<file path="src/rtl/game_state_if.sv">
// Bundle between the sprite/timing side and the game state controller.
// master: sprite + timing side (drives pixel/hit inputs); slave: controller.
interface game_state_if #(
  parameter int N_ALIENS   = 15,
  parameter int N_MISSILES = 8
) ();
  logic [11:0]           pixel_row;
  logic [11:0]           pixel_column;
  logic [N_ALIENS-1:0]   alien_active;
  logic [N_MISSILES-1:0] missile_active;
  logic                  landed;
  logic                  restart;
  logic [N_ALIENS-1:0]   alien_alive;
  logic                  alien_visible;
  logic [N_MISSILES-1:0] missile_kill;
  logic [3:0]            kill_count;
  logic [1:0]            game_state;
  logic                  winner;
  logic                  loser;

  modport master (
    output pixel_row, pixel_column, alien_active,
    output missile_active, landed, restart,
    input  alien_alive, alien_visible, missile_kill,
    input  kill_count, game_state, winner, loser
  );

  modport slave (
    input  pixel_row, pixel_column, alien_active,
    input  missile_active, landed, restart,
    output alien_alive, alien_visible, missile_kill,
    output kill_count, game_state, winner, loser
  );
endinterface

</file>
<file path="src/rtl/game_state_ctrl.sv">
// Hit resolution + PLAY/WIN/LOSE controller, commits frame hits at sof.
// Ports: vga_clk_i, vga_rst_i (async, active-high), gs (slave bundle).
module game_state_ctrl #(
  parameter int N_ALIENS   = 15,
  parameter int N_MISSILES = 8
) (
  input logic       vga_clk_i,
  input logic       vga_rst_i,
  game_state_if.slave gs
);

  typedef enum logic [1:0] {
    PLAY = 2'b00,
    WIN  = 2'b01,
    LOSE = 2'b10
  } state_t;

  state_t                state_q, state_d;
  logic [N_ALIENS-1:0]   alive_q, alive_d;
  logic [N_ALIENS-1:0]   pk_q, pk_d;
  logic [N_MISSILES-1:0] pm_q, pm_d;
  logic                  pl_q, pl_d;
  logic [N_MISSILES-1:0] mk_q, mk_d;
  logic [3:0]            kill_q, kill_d;
  logic                  win_q, lose_q;

  logic                  sof;
  logic [N_ALIENS-1:0]   live_hit;
  logic [N_ALIENS-1:0]   hit_now;
  logic [N_MISSILES-1:0] mhit_now;
  logic [N_ALIENS-1:0]   new_alive;
  logic [7:0]            kill_sum;

  function automatic logic [7:0] popcnt(input logic [N_ALIENS-1:0] v);
    logic [7:0] s;
    s = '0;
    for (int i = 0; i < N_ALIENS; i++)
      s = s + 8'(v[i]);
    return s;
  endfunction

  assign sof = (gs.pixel_row == 12'd0) &&
               (gs.pixel_column == 12'd0);
  assign live_hit = gs.alien_active & alive_q;
  assign hit_now  = live_hit & {N_ALIENS{|gs.missile_active}};
  assign mhit_now = gs.missile_active & {N_MISSILES{|live_hit}};

  assign new_alive = alive_q & ~pk_q;
  assign kill_sum  = {4'd0, kill_q} + popcnt(pk_q & alive_q);

  always_comb begin
    state_d = state_q;
    alive_d = alive_q;
    kill_d  = kill_q;
    mk_d    = '0;
    pk_d    = pk_q;
    pm_d    = pm_q;
    pl_d    = pl_q;
    case (state_q)
      PLAY: begin
        if (sof) begin
          // (0,0) opens the new frame: reload, do not OR
          pk_d    = hit_now;
          pm_d    = mhit_now;
          pl_d    = gs.landed;
          alive_d = new_alive;
          mk_d    = pm_q;
          kill_d  = (kill_sum > 8'd15) ? 4'hF : kill_sum[3:0];
          if (new_alive == '0)
            state_d = WIN;
          else if (pl_q)
            state_d = LOSE;
        end else begin
          pk_d = pk_q | hit_now;
          pm_d = pm_q | mhit_now;
          pl_d = pl_q | gs.landed;
        end
      end
      default: begin
        if (sof && gs.restart) begin
          state_d = PLAY;
          alive_d = '1;
          kill_d  = '0;
          pk_d    = '0;
          pm_d    = '0;
          pl_d    = 1'b0;
        end
      end
    endcase
  end

  always_ff @(posedge vga_clk_i or posedge vga_rst_i) begin
    if (vga_rst_i) begin
      state_q <= PLAY;
      alive_q <= '1;
      kill_q  <= '0;
      mk_q    <= '0;
      pk_q    <= '0;
      pm_q    <= '0;
      pl_q    <= 1'b0;
      win_q   <= 1'b0;
      lose_q  <= 1'b0;
    end else begin
      state_q <= state_d;
      alive_q <= alive_d;
      kill_q  <= kill_d;
      mk_q    <= mk_d;
      pk_q    <= pk_d;
      pm_q    <= pm_d;
      pl_q    <= pl_d;
      win_q   <= (state_d == WIN);
      lose_q  <= (state_d == LOSE);
    end
  end

  assign gs.alien_alive   = alive_q;
  assign gs.alien_visible = |live_hit;
  assign gs.missile_kill  = mk_q;
  assign gs.kill_count    = kill_q;
  assign gs.game_state    = state_q;
  assign gs.winner        = win_q;
  assign gs.loser         = lose_q;

endmodule
</file>
<file path="src/flat_wrapper.sv">
// flat-port wrapper written by rule: the top's interface ports become plain ports
module game_state_ctrl_flat 
#(
  parameter int N_ALIENS   = 15,
  parameter int N_MISSILES = 8
)
  (vga_clk_i, vga_rst_i, gs_pixel_row, gs_pixel_column, gs_alien_active, gs_missile_active, gs_landed, gs_restart, gs_alien_alive, gs_alien_visible, gs_missile_kill, gs_kill_count, gs_game_state, gs_winner, gs_loser);
  game_state_if #(.N_ALIENS(N_ALIENS), .N_MISSILES(N_MISSILES)) gs_i ();
  input logic vga_clk_i;
  input logic vga_rst_i;
  input wire logic [$bits(gs_i.pixel_row)-1:0] gs_pixel_row;
  input wire logic [$bits(gs_i.pixel_column)-1:0] gs_pixel_column;
  input wire logic [$bits(gs_i.alien_active)-1:0] gs_alien_active;
  input wire logic [$bits(gs_i.missile_active)-1:0] gs_missile_active;
  input wire logic [$bits(gs_i.landed)-1:0] gs_landed;
  input wire logic [$bits(gs_i.restart)-1:0] gs_restart;
  output wire logic [$bits(gs_i.alien_alive)-1:0] gs_alien_alive;
  output wire logic [$bits(gs_i.alien_visible)-1:0] gs_alien_visible;
  output wire logic [$bits(gs_i.missile_kill)-1:0] gs_missile_kill;
  output wire logic [$bits(gs_i.kill_count)-1:0] gs_kill_count;
  output wire logic [$bits(gs_i.game_state)-1:0] gs_game_state;
  output wire logic [$bits(gs_i.winner)-1:0] gs_winner;
  output wire logic [$bits(gs_i.loser)-1:0] gs_loser;
  assign gs_i.pixel_row = gs_pixel_row;
  assign gs_i.pixel_column = gs_pixel_column;
  assign gs_i.alien_active = gs_alien_active;
  assign gs_i.missile_active = gs_missile_active;
  assign gs_i.landed = gs_landed;
  assign gs_i.restart = gs_restart;
  assign gs_alien_alive = gs_i.alien_alive;
  assign gs_alien_visible = gs_i.alien_visible;
  assign gs_missile_kill = gs_i.missile_kill;
  assign gs_kill_count = gs_i.kill_count;
  assign gs_game_state = gs_i.game_state;
  assign gs_winner = gs_i.winner;
  assign gs_loser = gs_i.loser;
  game_state_ctrl #(.N_ALIENS(N_ALIENS), .N_MISSILES(N_MISSILES)) u_core (.vga_clk_i(vga_clk_i), .vga_rst_i(vga_rst_i), .gs(gs_i));
endmodule
</file>
<file path="config.mk">
export PLATFORM = sky130hd
export DESIGN_NAME = game_state_ctrl_flat
export DESIGN_NICKNAME = d
export VERILOG_FILES = /design/src/rtl/game_state_if.sv /design/src/rtl/game_state_ctrl.sv /design/src/flat_wrapper.sv
export SDC_FILE = /design/constraint.sdc
export NUM_CORES = 1
export LEC_CHECK = 0
export BUFFER_PORTS_ARGS = -buffer_cell sky130_fd_sc_hd__buf_2
export CAP_MARGIN = 20
export CORE_MARGIN = 2
export CORE_UTILIZATION = 45
export CTS_CLUSTER_DIAMETER = 30
export CTS_CLUSTER_SIZE = 8
export DETAILED_ROUTE_END_ITERATION = 8
export GPL_TIMING_DRIVEN = 0
export MAX_ROUTING_LAYER = met4
export PLACE_DENSITY = 0.72
export SLEW_MARGIN = 20
export SYNTH_ARGS = -nofsm -noshare
export SYNTH_HDL_FRONTEND = slang
export SYNTH_SLANG_ARGS = --single-unit
export TNS_END_PERCENT = 10
</file>
<file path="constraint.sdc">
create_clock -name vga_clk_i -period 14.6 [get_ports vga_clk_i]
set_input_delay 2.92 -clock vga_clk_i [delete_from_list [all_inputs] [get_ports vga_clk_i]]
set_output_delay 2.92 -clock vga_clk_i [all_outputs]
set_load 0.005 [all_outputs]
</file>
# Word level (Yosys, flattened, before mapping)
# Index checks and enable logic that the tools add are counted.
[totals]
reg_bits = 55
input_bits = 51
output_inout_bits = 32
[classes]
add_sub_neg = 15
magnitude_cmp = 1
eq_ne = 3
n_mux = 23
bitwise_logic = 9
n_reduce_logical = 10
[ops]
columns = ["cell", "count"]
rows = [
  ["$add A8 B1 Y8", 13],
  ["$mux W15", 6],
  ["$and A15 B15 Y15", 4],
  ["$mux W8", 5],
  ["$logic_not A12 Y1", 2],
  ["$mux W4", 4],
  ["$logic_not A15 Y1", 1],
  ["$not A15 Y15", 1],
  ["$or A15 B15 Y15", 1],
  ["$reduce_or A15 Y1", 1],
  ["$mux W2", 5],
  ["$add A4 B8 Y8", 1],
  ["$and A8 B8 Y8", 1],
  ["$gt A8 B4 Y1 const B", 1],
  ["$or A8 B8 Y8", 1],
  ["$reduce_or A8 Y1", 1],
  ["$mux W1", 3],
  ["$add A1 B1 Y2", 1],
  ["$eq A2 B1 Y1 const B", 1],
  ["$eq A2 B2 Y1 const B", 1],
  ["$logic_and A1 B1 Y1", 2],
  ["$logic_not A2 Y1", 1],
  ["$ne A2 B1 Y1 const B", 1],
  ["$reduce_and A2 Y1", 1],
  ["2 further kinds", 2],
]

# Logic depth before layout (Yosys ltp)
# Gate-level depths: netlist of run 1.
[depth]
depth_word = 20
depth_mapped = 16
mapped_depth_nobuf = 16

# Least setup slack after synthesis of run 1
# Ideal clock, no wire load.
[synth_path]
path_kind = "input-to-output"
from = "input port gs_alien_active[13]"
to = "output port gs_alien_visible"
arrival_time_ns = 3.495
t_required_ns = 11.680
path_slack_ns = 8.185
stages = 3
path_buffers = 0
cell_sequence = "a222oi_1 and3_1 nand4_1"
[synth_via]
elab_chain_len = 2
[synth_lines]
columns = ["item", "line", "source"]
rows = [
  ["start: declaration", "flat_wrapper.sv:13", "input wire logic [$bits(gs_i.alien_active)-1:0] gs_alien_active;"],
  ["$and A15 B15 Y15", "game_state_ctrl.sv:44", "assign live_hit = gs.alien_active & alive_q;"],
  ["$reduce_or A15 Y1", "game_state_ctrl.sv:117", "assign gs.alien_visible = |live_hit;"],
  ["end: declaration", "flat_wrapper.sv:18", "output wire logic [$bits(gs_i.alien_visible)-1:0] gs_alien_visible;"],
]
# Every way passes these cells.

# Worst setup path after layout of run 1
# Same ends and word-level chain as after synthesis.

==> metrics, run 1 <==
outcome=complete, no violations; Cell Area, Synth=about 0.0030 mm^2; Final Max Slew Viols=0; sw frac=between 20% and 30%; first-pass GRT wire length=11100 um; I/O Buffers=82; Reg2Reg Capture Point=u_core.gs.kill_count[0]$_DFFE_PP0P_; drt via density=5.55; static leakage=between 1.5 and 2 nW; Die Span X=between 80 and 90 um; number of setup buffers added after CTS=0; highest ir drop seen on vdd=0.0555 mV; hold_sp=u_core.pk_q[10]$_DFFE_PP0P_; crit path capture=gs_alien_visible; worst slew pin tran=approximately 0.66 ns; critical path type=primary input to output pin; synthesis-to-layout area growth=20.8%; final WL=6770 um; FP Rows=29; residual DRC count=0; CTS root buf=clkbuf_8; final setup vio count=0; YS warnings=0; P_int=201 uW; fillers=approximately 540; CTS tree=yes; Seq pwr share=59.1%; CTS Sinks=between 50 and 60; H-tree Lvls=2; final instance area=around 0.0036 mm^2; worst clock skew=0.0145 ns; drt pass-1 iters=4; final hold violations=0; Cell Pwr Density=about 72 mW/mm^2; Placed Cells=398; Post-synth EDFFs=0; WP data required=11.68 ns; R2R depth=15; Max Freq=between 100 and 150 MHz; Mean Syn Cell Area=12.3 um^2; share of cells above drive strength 1=39.8%; Top cell by count, worst path=buf_2; Net Sw Power=~57 uW; vias in the first global route=about 2200; top-level port count=83; Worst Hold Class=flip-flop to flip-flop; cell count along the critical path=5; Clock power frac=roughly 36%; cts-stage hold buffer count=0; post-DR wirelength/cell=approximately 17 um; crit start category=primary input; Distinct cells, synth=45; via count=2254; Yosys reg bits=55; diode count=0; worst stage delay on the critical path=roughly 0.39 ns; post_cts resized=0; R2R setup slack=9.58 ns; initial antenna violation count=0; Metal-1 WL=between 3000 and 4000 um; GRT Total Usage=between 20 and 25%; WL met3=roughly 330 um; Finished Layout Cells=406; DIE HEIGHT=85.0 um; Crit Reg-Reg Startpoint=u_core.gs.alien_alive[0]$_DFFE_PP1P_; GPL Wtd Cong=0.820; Max-Cap Viols=0; DR iter-0 viols=100; worst path cell trace=buf_2, a222oi_1, and3_1, nand4_1, buf_2; clk slew on worst S/H paths=0.09 ns; Rel. slew slack=55.8%; CTS buffer count=5; die area=between 0.007 and 0.008 mm^2; Critical Path Start=gs_alien_active[13]; antenna-violating nets left=0; setup total negative slack=0 ns; ys flop type=dfrtp_1; min Tclk post-route=just under 7 ns; clk_lat worst skew=0.31 ns; Final period util=47.3%; cells after synthesis=239; Logic pwr share=4.5%; post-synthesis sequential area ratio=47.3%; initial core utilization=a little under half; core area=0.00635 mm^2; CTS max path bufs=2; RSZ-0062 raised after global routing=no; Bufs and invs on worst path=2; Critical Path Sink Type=output pin; final global-route overflow total=0; Net Count, Synth=roughly 310; Top delay family on crit path=compound AO/OA/AOI/OAI gates; Max Used Layer=met4; CP Max Fanout=2; commonest non-fill, non-tap cell in the layout=buf_2; CP max stage cell=a222oi_1; most frequent cells in the layout=buf_2, dfrtp_1, inv_1, and2_1; dpl hpwl=5210 um; DR WL met2=3220 um; # nets final=402; placed cell areas=approximately 0.0035 mm^2; largest net degree at the start of global routing=56; CP arrival=3.98 ns; post-synthesis async set-or-reset flop share=100%
## Yosys cell counts (3+ instances only)
library cell | number | share of area (%)
a2bb2oi_1 | 5 | 1.5
nor2_1 | 4 | 0.51
nand2_1 | 9 | 1.1
o22ai_1 | 6 | 1.3
o31ai_1 | 3 | 0.76
ha_1 | 12 | 5.1
nor4_1 | 6 | 1.3
a22o_1 | 15 | 4.5
a22oi_1 | 4 | 1.0
nand3_1 | 5 | 0.85
and2_1 | 19 | 4.0
inv_1 | 26 | 3.3
buf_2 | 3 | 0.51
a32o_1 | 15 | 5.1
dfrtp_1 | 40 | 34
a2bb2oi_2 | 10 | 5.1
dfstp_2 | 15 | 13
fa_1 | 11 | 7.5
## worst register-to-register path, stage by stage, from the launching register on
cell      delay [ns]
dfstp_2         0.59
and2_1          0.15
ha_1            0.24
inv_1           0.08
fa_1            0.41
fa_1            0.52
fa_1            0.56
inv_1           0.06
fa_1            0.52
inv_1           0.05
fa_1            0.45
fa_1            0.43
nand2b_1        0.18
o31ai_1         0.36
nand3_1         0.13
a22o_1          0.19
## metrics by stage
stage          power, mW  setup WS [ns]  utilization, %  hold slack, ns
2_1_floorplan      0.158           8.19               -           0.420
3_3_place_gp       0.167           7.70            54.4           0.446
3_5_place_dp       0.167           7.71            54.5           0.448
4_1_cts            0.259           7.71            56.1           0.464
5_1_grt            0.267           7.68            56.1           0.485
6_report           0.258           7.70            56.1           0.464
## layer usage
| metal | GRT usage, % | up-vias |
|---|---|---|
| met5 | - | - |
| met4 | 3.46 | 0 |
| met3 | 3.40 | 5 |
| met2 | 29.8 | 67 |
| met1 | 29.4 | 1112 |
| li1 | - | 1070 |
## kinds of logic (layout without fill, tap and decap cells)
kind of cell	after synthesis	count (layout)	share of synthesized area, %
fa+ha+maj	23	23	12.6
compound gates	66	66	21.4
xor+xnor	1	1	0.297
simple gates	59	59	13.0
flops	55	55	47.3
buf+inv	34	124	5.09
mux	1	1	0.339
## sequential cells by signal, indices dropped and copies added, names as in the netlist
| signal | cells |
|---|---|
| u_core.gs.kill_count | 4 |
| u_core.gs.game_state | 2 |
| u_core.gs.alien_alive | 15 |
| u_core.gs.winner | 1 |
| u_core.pm_q | 8 |
| u_core.pl_q | 1 |
| u_core.gs.missile_kill | 8 |
| u_core.gs.loser | 1 |
| u_core.pk_q | 15 |
## layout make-up
| class | instances | area, um^2 | share of cell area (%) |
|---|---|---|---|
| Inverter | 26 | 100 | 2.81 |
| Clock inverter | 1 | 7.51 | 0.211 |
| Tap cell | 77 | 96.3 | 2.70 |
| Clock buffer | 7 | 96.3 | 2.70 |
| Timing Repair Buffer | 82 | 410 | 11.5 |
| Buffer | 8 | 52.6 | 1.47 |
| Multi-Input combinational cell | 150 | 1410 | 39.4 |
| Sequential cell | 55 | 1400 | 39.2 |
## power groups by stage
stage                     sequential, mW  combinational, mW  clock (mW)
after global routing               0.152             0.0130       0.102
after detailed placement           0.155             0.0118           0
final                              0.152             0.0116      0.0940
after floorplan                    0.155            0.00299           0
after CTS                          0.152             0.0118      0.0945
after global placement             0.155             0.0114           0
## how the worst min path moves through the flow
stage / to / slack [ns] / cells after the start
2_1_floorplan: u_core.gs.alien_alive[0]$_DFFE_PP1P_ / 0.42 / 1
3_3_place_gp: u_core.gs.alien_alive[9]$_DFFE_PP1P_ / 0.45 / 1
3_5_place_dp: u_core.gs.alien_alive[10]$_DFFE_PP1P_ / 0.45 / 1
4_1_cts: u_core.gs.alien_alive[10]$_DFFE_PP1P_ / 0.46 / 1
5_1_grt: u_core.gs.alien_alive[10]$_DFFE_PP1P_ / 0.49 / 1
6_report: u_core.gs.alien_alive[10]$_DFFE_PP1P_ / 0.46 / 1
No activity file was read; power rests on OpenSTA's default activity.
==> run 2: changes to the inputs <==
Settings changed: PLACE_DENSITY 0.72 to 0.75.
Clock period 14.6 ns to 5.7 ns, I/O delays scaled along.
==> run 2 against run 1 <==
Power grew to 2.5 times the previous value. Hold slack lost 0.013 ns. Critical endpoint is now u_core.gs.kill_count[1]$_DFFE_PP0P_. Sequential cell count is the same. Core utilization grew 0.099 points. First-iteration DRC count grew 88%. Critical path depth grew 10. Clock skew shrank 0.0034 ns. Setup slack lost 7.1 ns. Combinational power grew to 2.7 times the previous value. Largest cell class unchanged. Critical path type is now flip-flop to flip-flop. Cell count grew 0.25%. Non-clock buffer count grew 1.
==> metrics, run 2 (synthesis gave the netlist of run 1 again) <==
outcome=complete, no violations; multi-input logic area=0.00141 mm^2 (unchanged); GPL Wtd Cong=0.832 (+1.4%); drt via density=5.48 (-1.3%); initial core utilization=46.5% (unchanged); final WL=6570 um (-3.1%); worst path cell trace=and2_1, ha_1, inv_1, fa_1, fa_1, fa_1, inv_1, fa_1, inv_1, fa_1, fa_1, nand2b_1, o31ai_1, nand3_1, a22o_1; grt met3 use=3.60% (+0.19 points); die area=0.00722 mm^2 (unchanged); cts-stage hold buffer count=0 (unchanged); Cell Pwr Density=181 mW/mm^2 (+150%); CTS root buf=clkbuf_8; post_cts resized=0 (unchanged); dpl hpwl=5190 um (-0.51%); CTS buffer count=5 (unchanged); H-tree Lvls=2 (unchanged); most frequent cells in the layout=buf_2, dfrtp_1, inv_1, and2_1; R2R setup slack=0.63 ns (-8.95 ns); diode count=0 (unchanged); fillers=572 (+6.3%); Final Max Slew Viols=0 (unchanged); Final period util=88.9%; Hold Crit Depth=1 (unchanged); Max-Cap Viols=0 (unchanged); Critical Path Sink Type=flip-flop; crit start category=flip-flop; FP Rows=29 (unchanged); final worst setup slack=0.634 ns (-7.06 ns); first-pass GRT wire length=11000 um (-1.1%); GRT Total Usage=19.8% (-0.19 points); min Tclk post-route=5.07 ns; CP arrival=5.28 ns (+1.30 ns); Crit Reg-Reg Startpoint=u_core.gs.alien_alive[0]$_DFFE_PP1P_; Worst Hold Class=flip-flop to flip-flop; # nets final=403 (+0.25%); Reg2Reg Capture Point=u_core.gs.kill_count[1]$_DFFE_PP0P_; initial antenna violation count=0 (unchanged); Max Freq=approximately 200 MHz; post-DR wirelength/cell=16.1 um (-3.3%); Seq. cell area=0.00140 mm^2 (unchanged); final hold violations=0 (unchanged); end of the worst hold path=u_core.gs.alien_alive[12]$_DFFE_PP1P_; static leakage=1.80 nW (about the same); GR peak layer=met2; I/O Buffers=82 (unchanged); CP Max Fanout=6 (+4); CP max stage cell=dfstp_2; RSZ-0062 raised after global routing=no; worst stage delay on the critical path=0.60 ns (+0.21 ns); number of setup buffers added after CTS=0 (unchanged); via count=2231 (-1.0%); final setup vio count=0 (unchanged); clk slew on worst S/H paths=0.11 ns (+0.02 ns); share of cells above drive strength 1=40.0% (+0.18 points); worst clock skew=0.0111 ns (-0.00338 ns); highest ir drop seen on vdd=0.162 mV (+190%); Die Span X=85.0 um (unchanged); CTS tree=yes; met1 Track Usage GR=28.4% (-1.0 points); synthesis-to-layout area growth=21.0%; critical path type=flip-flop to flip-flop; DR iter-0 viols=188 (+88%); clk_lat worst skew=0.32 ns (about the same); CTS Sinks=55 (unchanged); worst slew pin tran=0.546 ns (-0.117 ns); met2 usage in global routing=29.6% (-0.21 points); hold_sp=u_core.pk_q[12]$_DFFE_PP0P_; Top cell by count, worst path=fa_1; CTS max path bufs=2 (unchanged); Place WS=0.616 ns (-7.09 ns); DIE HEIGHT=85.0 um (unchanged); top-level port count=83 (unchanged); antenna-violating nets left=0 (unchanged); WP data required=5.91 ns (-5.77 ns); final global-route overflow total=0 (unchanged); Rel. slew slack=63.5% (+7.7 points); commonest non-fill, non-tap cell in the layout=buf_2; R2R depth=15 (unchanged); vias in the first global route=2225 (-0.31%); residual DRC count=0 (unchanged); setup total negative slack=0 ns (unchanged); drt pass-1 iters=4 (unchanged); core area=0.00635 mm^2 (unchanged); largest net degree at the start of global routing=33 (-41%)
[run 2: cell types whose count changed in the layout (fill, tap and decap cells not counted), sizes merged]
cell	change
clkinvlp	+1
clkbuf	-2
inv	+1
buf	+1
[run 2: worst max path at each step]
stage                                               from                                   to  slack (ns)
global placement    u_core.gs.alien_alive[0]$_DFFE_PP1P_  u_core.gs.kill_count[2]$_DFFE_PP0P_        0.73
finish              u_core.gs.alien_alive[0]$_DFFE_PP1P_  u_core.gs.kill_count[1]$_DFFE_PP0P_        0.63
CTS                 u_core.gs.alien_alive[0]$_DFFE_PP1P_  u_core.gs.kill_count[1]$_DFFE_PP0P_        0.59
detailed placement  u_core.gs.alien_alive[1]$_DFFE_PP1P_  u_core.gs.kill_count[1]$_DFFE_PP0P_        0.62
global route        u_core.gs.alien_alive[0]$_DFFE_PP1P_  u_core.gs.kill_count[1]$_DFFE_PP0P_        0.36
floorplan           u_core.gs.alien_alive[1]$_DFFE_PP1P_  u_core.gs.kill_count[2]$_DFFE_PP0P_        0.92
[run 2: routing by layer]
layer / vias up / wire length, um
li1: 1070 / -
met1: 1082 / 2960
met2: 74 / 3110
met3: 5 / 452
met4: 0 / 44
met5: - / 0
[run 2: stage by stage]
stage               utilization, %  hold slack [ns]  power (mW)  cells  instance area, um^2
finish                        56.2            0.451       0.646    407                 3570
global route                  56.2            0.476       0.670    407                 3570
CTS                           56.2            0.457       0.654    407                 3570
detailed placement            54.8            0.445       0.429    399                 3480
global placement              54.4            0.441       0.427    398                 3460
floorplan                        -            0.420       0.405    239                 2950
[run 2: layout make-up]
class / instances / area share [%]
Buffer: 8 / 1.47
Clock buffer: 5 / 1.93
Clock inverter: 3 / 0.666
Inverter: 26 / 2.73
Multi-Input combinational cell: 150 / 39.4
Sequential cell: 55 / 39.1
Tap cell: 77 / 2.70
Timing Repair Buffer: 83 / 12.1
[run 2: worst max-delay path: cells and delay by family (launching register included)]
kind / cells / cell delay [ns]
AOI/OAI and AO/OA: 2 / 0.56
adders and majority gates: 7 / 3.15
buffers and inverters: 3 / 0.19
DFF: 1 / 0.60
and+or+nand+nor: 3 / 0.46
[run 2: power by group]
part           total (mW)  switching (mW)  internal [mW]
clock               0.224           0.136         0.0882
sequential          0.391     0.000000743          0.391
combinational      0.0311          0.0162         0.0149
